### config.mk
export PLATFORM = sky130hd
export DESIGN_NAME = tis_acc_unit
export DESIGN_NICKNAME = d
export VERILOG_FILES = /design/src/rtl/tis_pkg.sv /design/src/rtl/tis_sat_clamp.sv /design/src/rtl/tis_acc_unit.sv
export SDC_FILE = /design/constraint.sdc
export NUM_CORES = 1
export LEC_CHECK = 0
export CAP_MARGIN = 10
export CORE_MARGIN = 2
export CORE_UTILIZATION = 57
export CTS_CLUSTER_DIAMETER = 30
export CTS_CLUSTER_SIZE = 14
export DETAILED_ROUTE_END_ITERATION = 8
export PLACE_DENSITY = 0.78
export SLEW_MARGIN = 10
export SYNTH_ARGS = -nofsm -noshare
export SYNTH_HDL_FRONTEND = slang
export SYNTH_SLANG_ARGS = --single-unit
### constraint.sdc
create_clock -name clk -period 4.8 [get_ports clk]
set_input_delay 0.72 -clock clk [delete_from_list [all_inputs] [get_ports clk]]
set_output_delay 0.72 -clock clk [all_outputs]
set_load 0.03 [all_outputs]
### src/rtl/tis_pkg.sv
// Shared definitions for the TIS-100 node accumulator unit:
// op-code encoding and default datapath width / saturation bound.
package tis_pkg;

  typedef enum logic [2:0] {
    OP_NOP = 3'b000,
    OP_ADD = 3'b001,
    OP_SUB = 3'b010,
    OP_NEG = 3'b011,
    OP_SWP = 3'b100,
    OP_SAV = 3'b101,
    OP_MOV = 3'b110,
    OP_CLR = 3'b111
  } tis_op_e;

  localparam int TIS_W   = 11;
  localparam int TIS_SAT = 999;

endpackage

### src/rtl/tis_sat_clamp.sv
// Combinational N+1-bit to N-bit reduction: clamp to +/-SAT_MAX when
// saturation is enabled, otherwise two's-complement wrap to N bits.
module tis_sat_clamp
  import tis_pkg::*;
#(
  parameter int N       = TIS_W,
  parameter bit SAT_EN  = 1'b1,
  parameter int SAT_MAX = TIS_SAT
) (
  input  logic signed [N:0]   din,
  output logic signed [N-1:0] dout
);

  localparam logic signed [N:0] HI = (N+1)'(SAT_MAX);
  localparam logic signed [N:0] LO = -HI;

  function automatic logic signed [N-1:0] clamp_f(input logic signed [N:0] v);
    if (!SAT_EN) return v[N-1:0];
    if (v > HI)  return HI[N-1:0];
    if (v < LO)  return LO[N-1:0];
    return v[N-1:0];
  endfunction

  assign dout = clamp_f(din);

endmodule

### src/rtl/tis_acc_unit.sv
// TIS-100 node accumulator unit: ACC/BAK registers, one op per accepted
// request, registered result and flags behind a valid/ready handshake.
module tis_acc_unit
  import tis_pkg::*;
#(
  parameter int N       = TIS_W,
  parameter bit SAT_EN  = 1'b1,
  parameter int SAT_MAX = TIS_SAT
) (
  input  logic                clk,
  input  logic                rst_n,
  input  logic                in_valid,
  output logic                in_ready,
  input  logic [2:0]          op,
  input  logic signed [N-1:0] operand,
  output logic                out_valid,
  input  logic                out_ready,
  output logic signed [N-1:0] res,
  output logic                zero,
  output logic                neg
);

  logic signed [N-1:0] acc_q, acc_d;
  logic signed [N-1:0] bak_q, bak_d;
  logic signed [N-1:0] res_q, res_d;
  logic                zero_q, zero_d;
  logic                neg_q, neg_d;
  logic                out_valid_q, out_valid_d;

  logic signed [N:0]   acc_x, opnd_x, arith_x;
  logic signed [N-1:0] arith_y;
  logic                accept;

  assign in_ready = !out_valid_q || out_ready;
  assign accept   = in_valid && in_ready;

  // Sign-extend by one bit so sums and differences cannot overflow before the clamp.
  assign acc_x  = {acc_q[N-1], acc_q};
  assign opnd_x = {operand[N-1], operand};

  always_comb begin
    arith_x = '0;
    case (tis_op_e'(op))
      OP_ADD:  arith_x = acc_x + opnd_x;
      OP_SUB:  arith_x = acc_x - opnd_x;
      OP_NEG:  arith_x = -acc_x;
      OP_MOV:  arith_x = opnd_x;
      default: arith_x = '0;
    endcase
  end

  tis_sat_clamp #(
    .N       (N),
    .SAT_EN  (SAT_EN),
    .SAT_MAX (SAT_MAX)
  ) u_clamp (
    .din  (arith_x),
    .dout (arith_y)
  );

  always_comb begin
    acc_d       = acc_q;
    bak_d       = bak_q;
    res_d       = res_q;
    zero_d      = zero_q;
    neg_d       = neg_q;
    out_valid_d = out_valid_q;
    if (accept) begin
      case (tis_op_e'(op))
        OP_ADD, OP_SUB, OP_NEG, OP_MOV: acc_d = arith_y;
        // BAK is always in range, so the swap needs no clamp.
        OP_SWP: begin
          acc_d = bak_q;
          bak_d = acc_q;
        end
        OP_SAV:  bak_d = acc_q;
        OP_CLR:  acc_d = '0;
        default: acc_d = acc_q;
      endcase
      res_d       = acc_d;
      zero_d      = (acc_d == '0);
      neg_d       = acc_d[N-1];
      out_valid_d = 1'b1;
    end else if (out_valid_q && out_ready) begin
      out_valid_d = 1'b0;
    end
  end

  always_ff @(posedge clk or negedge rst_n) begin
    if (!rst_n) begin
      acc_q       <= '0;
      bak_q       <= '0;
      res_q       <= '0;
      zero_q      <= 1'b1;
      neg_q       <= 1'b0;
      out_valid_q <= 1'b0;
    end else begin
      acc_q       <= acc_d;
      bak_q       <= bak_d;
      res_q       <= res_d;
      zero_q      <= zero_d;
      neg_q       <= neg_d;
      out_valid_q <= out_valid_d;
    end
  end

  assign res       = res_q;
  assign zero      = zero_q;
  assign neg       = neg_q;
  assign out_valid = out_valid_q;

endmodule

==> results.ini, run 1 <==
[route]
routed_via_density=6.49
vias=2980
drt_iter0_drc=280
postRouteAntennaNets=0
drt_wl_total_um=8110
drt-wirelength-per-cell_um=17.7
dr.pass1.iters=5
drc=0

[pwr]
peakVddDrop_v=0.000334
p_int_mw=0.863
power.leakage_nw=1.35
p_seq_frac=0.263
power_density_nw_per_um2=480
combPwrFrac=0.630
total_power_mw=1.63
swShare=0.470
power.switching_mw=0.765
p_clk_frac=0.107

[synth]
avgSynthCellArea_um2=8.12
synth_area_leaders=dfrtp_1, ha_1, nor2_1, mux2_2, nand2_1
synth_seq_cells=24
synth_common_cells=nor2_1, nand2_1, o21ai_0, dfrtp_1, a21oi_1
ys_async_sr_fraction=1.00
syn_inst=343
yosys_warnings=0
synth_seq_area_share=0.216
yosys.area.top_type_share=0.207
synth_top_area_cell=dfrtp_1
netlist_area_um2=2790
synthesis.nets=375
synth_most_common_cell=nor2_1
synthFlopType=dfrtp_1
synth_cell_types=78
synth-edff-count=0

[final_layout]
drive_above_1_share=0.191
num-fill-cells=371
final_nets=425
seq_area_um2=602
final_util=0.717
multiInputGateArea_um2=2030
syn_to_final_growth_pct=21.6
antenna_cells=0

[critical_path]
start_kind=primary input
regToRegEndpoint=zero
crit_fanout=5
critPathCapture=zero
regToRegSetupSlack_ns=1.05
criticalPathCategory=in -> reg
critPathRequiredTime_ns=5.00
r2r-start=res[1]
r2r_cells=12
cp-startpoint=op[1]
cp.arrival_ns=4.82
end_kind=flip-flop

[clock_network]
worstSkewPairLatency_ns=0.26
cts_tree=built
clk_pin_slew_ns=0.08
clk_path_buf_depth=2
clk_root_buffer_cell=clkbuf_8
cts_sinks=24
htree_levels=1
cts_made_buffers=3
postCtsSetupBuffers=0

[sta]
period_needed_ns=4.62
min_period_over_period=0.963
relSlewSlack=0.296
fmax_mhz=216
finClkSkew_ns=0.00303
tightest_slew_ns=1.05
hold_viol=0
final.setup.worst_slack_ns=0.176
tns_ns=0
setup_violations=0
slew_violations=0

[global_route]
grt-busiest-layer=met2
grt_start_max_net_pins=25
grt_pass1_vias=2876
use_met1=0.413
grt.overflow.total=0
grt_pass1_wl_um=13300
grtUsageTotal=0.309
use_met2=0.534
grtUsageMet3=0.0219
antenna_found_initial=0

[placed_design]
dp_hpwl_um=6150
dp_worst_setup_slack_ns=-0.104
gp_congestion=0.875
io_buffers=32

[job]
drv_cap=0

[floorplan]
coreArea_um2=4720
die-area_um2=5460
die_h_um=73.9
boundaryPins=33
rows=25
initial_core_util=0.590
die_x_um=73.9

[hold_path]
hp-class=reg -> reg

[outcome]
run_status=finished clean

-- final cells by class --
type                    count  share of cell area
multi-input cells         291               0.598
flip-flops and latches     24               0.178
repair buffers             66               0.171
well taps                  67              0.0247
clock buffers               3              0.0122
clock inverters             1             0.00886
inverters                   7             0.00775
-- repair_timing --
action	in CTS	in global routing
setup endpoints to repair	0	1
resized for setup	0	8
hold buffers	0	0
-- registers in the layout, summed over array words and instances (netlist names) --
register and cells:
bak_q 11, out_valid 1, res 11, zero 1
-- metrics by stage --
stage | instances | hold slack (ns) | instance area [um^2]
global route | 459 | 0.541 | 3390
global placement | 455 | 0.476 | 3290
finish | 459 | 0.504 | 3390
CTS | 459 | 0.508 | 3360
floorplan | 343 | 0.424 | 2790
detailed placement | 455 | 0.490 | 3290
-- how the worst min path moves through the flow --
stage                     startpoint        to  slack [ns]  cells after the start
after floorplan                rst_n  bak_q[0]        0.42                      0
after global placement      bak_q[0]  bak_q[0]        0.48                      2
after detailed placement    bak_q[0]  bak_q[0]        0.49                      2
after CTS                   bak_q[0]  bak_q[0]        0.51                      2
after global routing        bak_q[0]  bak_q[0]        0.54                      2
final                       bak_q[0]  bak_q[0]        0.50                      2
-- power by group through the flow --
stage                     sequential [mW]  combinational [mW]  clock [mW]
after floorplan                     0.422               0.655           0
after global placement              0.414               0.971           0
after detailed placement            0.422               0.991           0
after CTS                           0.421                1.00       0.175
after global routing                0.443                1.12       0.183
final                               0.428                1.03       0.174
-- cell usage in the layout, fill, tap and decap left out, types with 4 or more instances in the layout --
cell,instances
clkdlybuf4s50_1,32
nor2_1,36
xor2_1,6
or3_1,4
buf_4,33
mux2_2,12
nand2b_1,12
xnor2_1,10
dfrtp_1,23
a31oi_1,7
o211ai_1,7
o31ai_1,8
nand2_1,34
nor3_1,8
a32oi_1,5
o21ai_0,23
nand4_1,4
ha_1,12
and3_1,4
nor3b_1,4
inv_1,7
a21oi_1,17
-- layer usage --
metal,routed length [um],up-vias
met5,0,-
met4,181,0
met3,356,23
met2,4030,125
met1,3550,1441
li1,-,1391
-- critical path: stages --
cell and delay (ns):
clkdlybuf4s50_1 0.49, or3b_2 0.51, nand2_1 0.09, o21ai_0 0.10, buf_4 0.15, fa_1 0.40, nand2b_1 0.21, a211o_1 0.32
a211o_1 0.25, and3_1 0.16, a21o_1 0.15, o41ai_1 0.31, buf_4 0.18, nand3_1 0.11, a221oi_1 0.31, a22oi_1 0.13
a32o_1 0.24
-- cells by family after synthesis --
logic type,after synthesis,synth area share
adder cells (fa/ha/maj),14,0.0656
AND/OR/NAND/NOR,137,0.269
XOR/XNOR,16,0.0503
multiplexers,15,0.0593
buffers and inverters,28,0.0669
flip-flops,24,0.216
AO/OA/AOI/OAI,109,0.273
Power figures use the tool's default switching activity.
==> run 2, diff against run 1 <==
- CTS_CLUSTER_SIZE: 14 -> unset
==> results of run 2 <==
No change in the layout: final DEF, timing and power equal those of run 1.
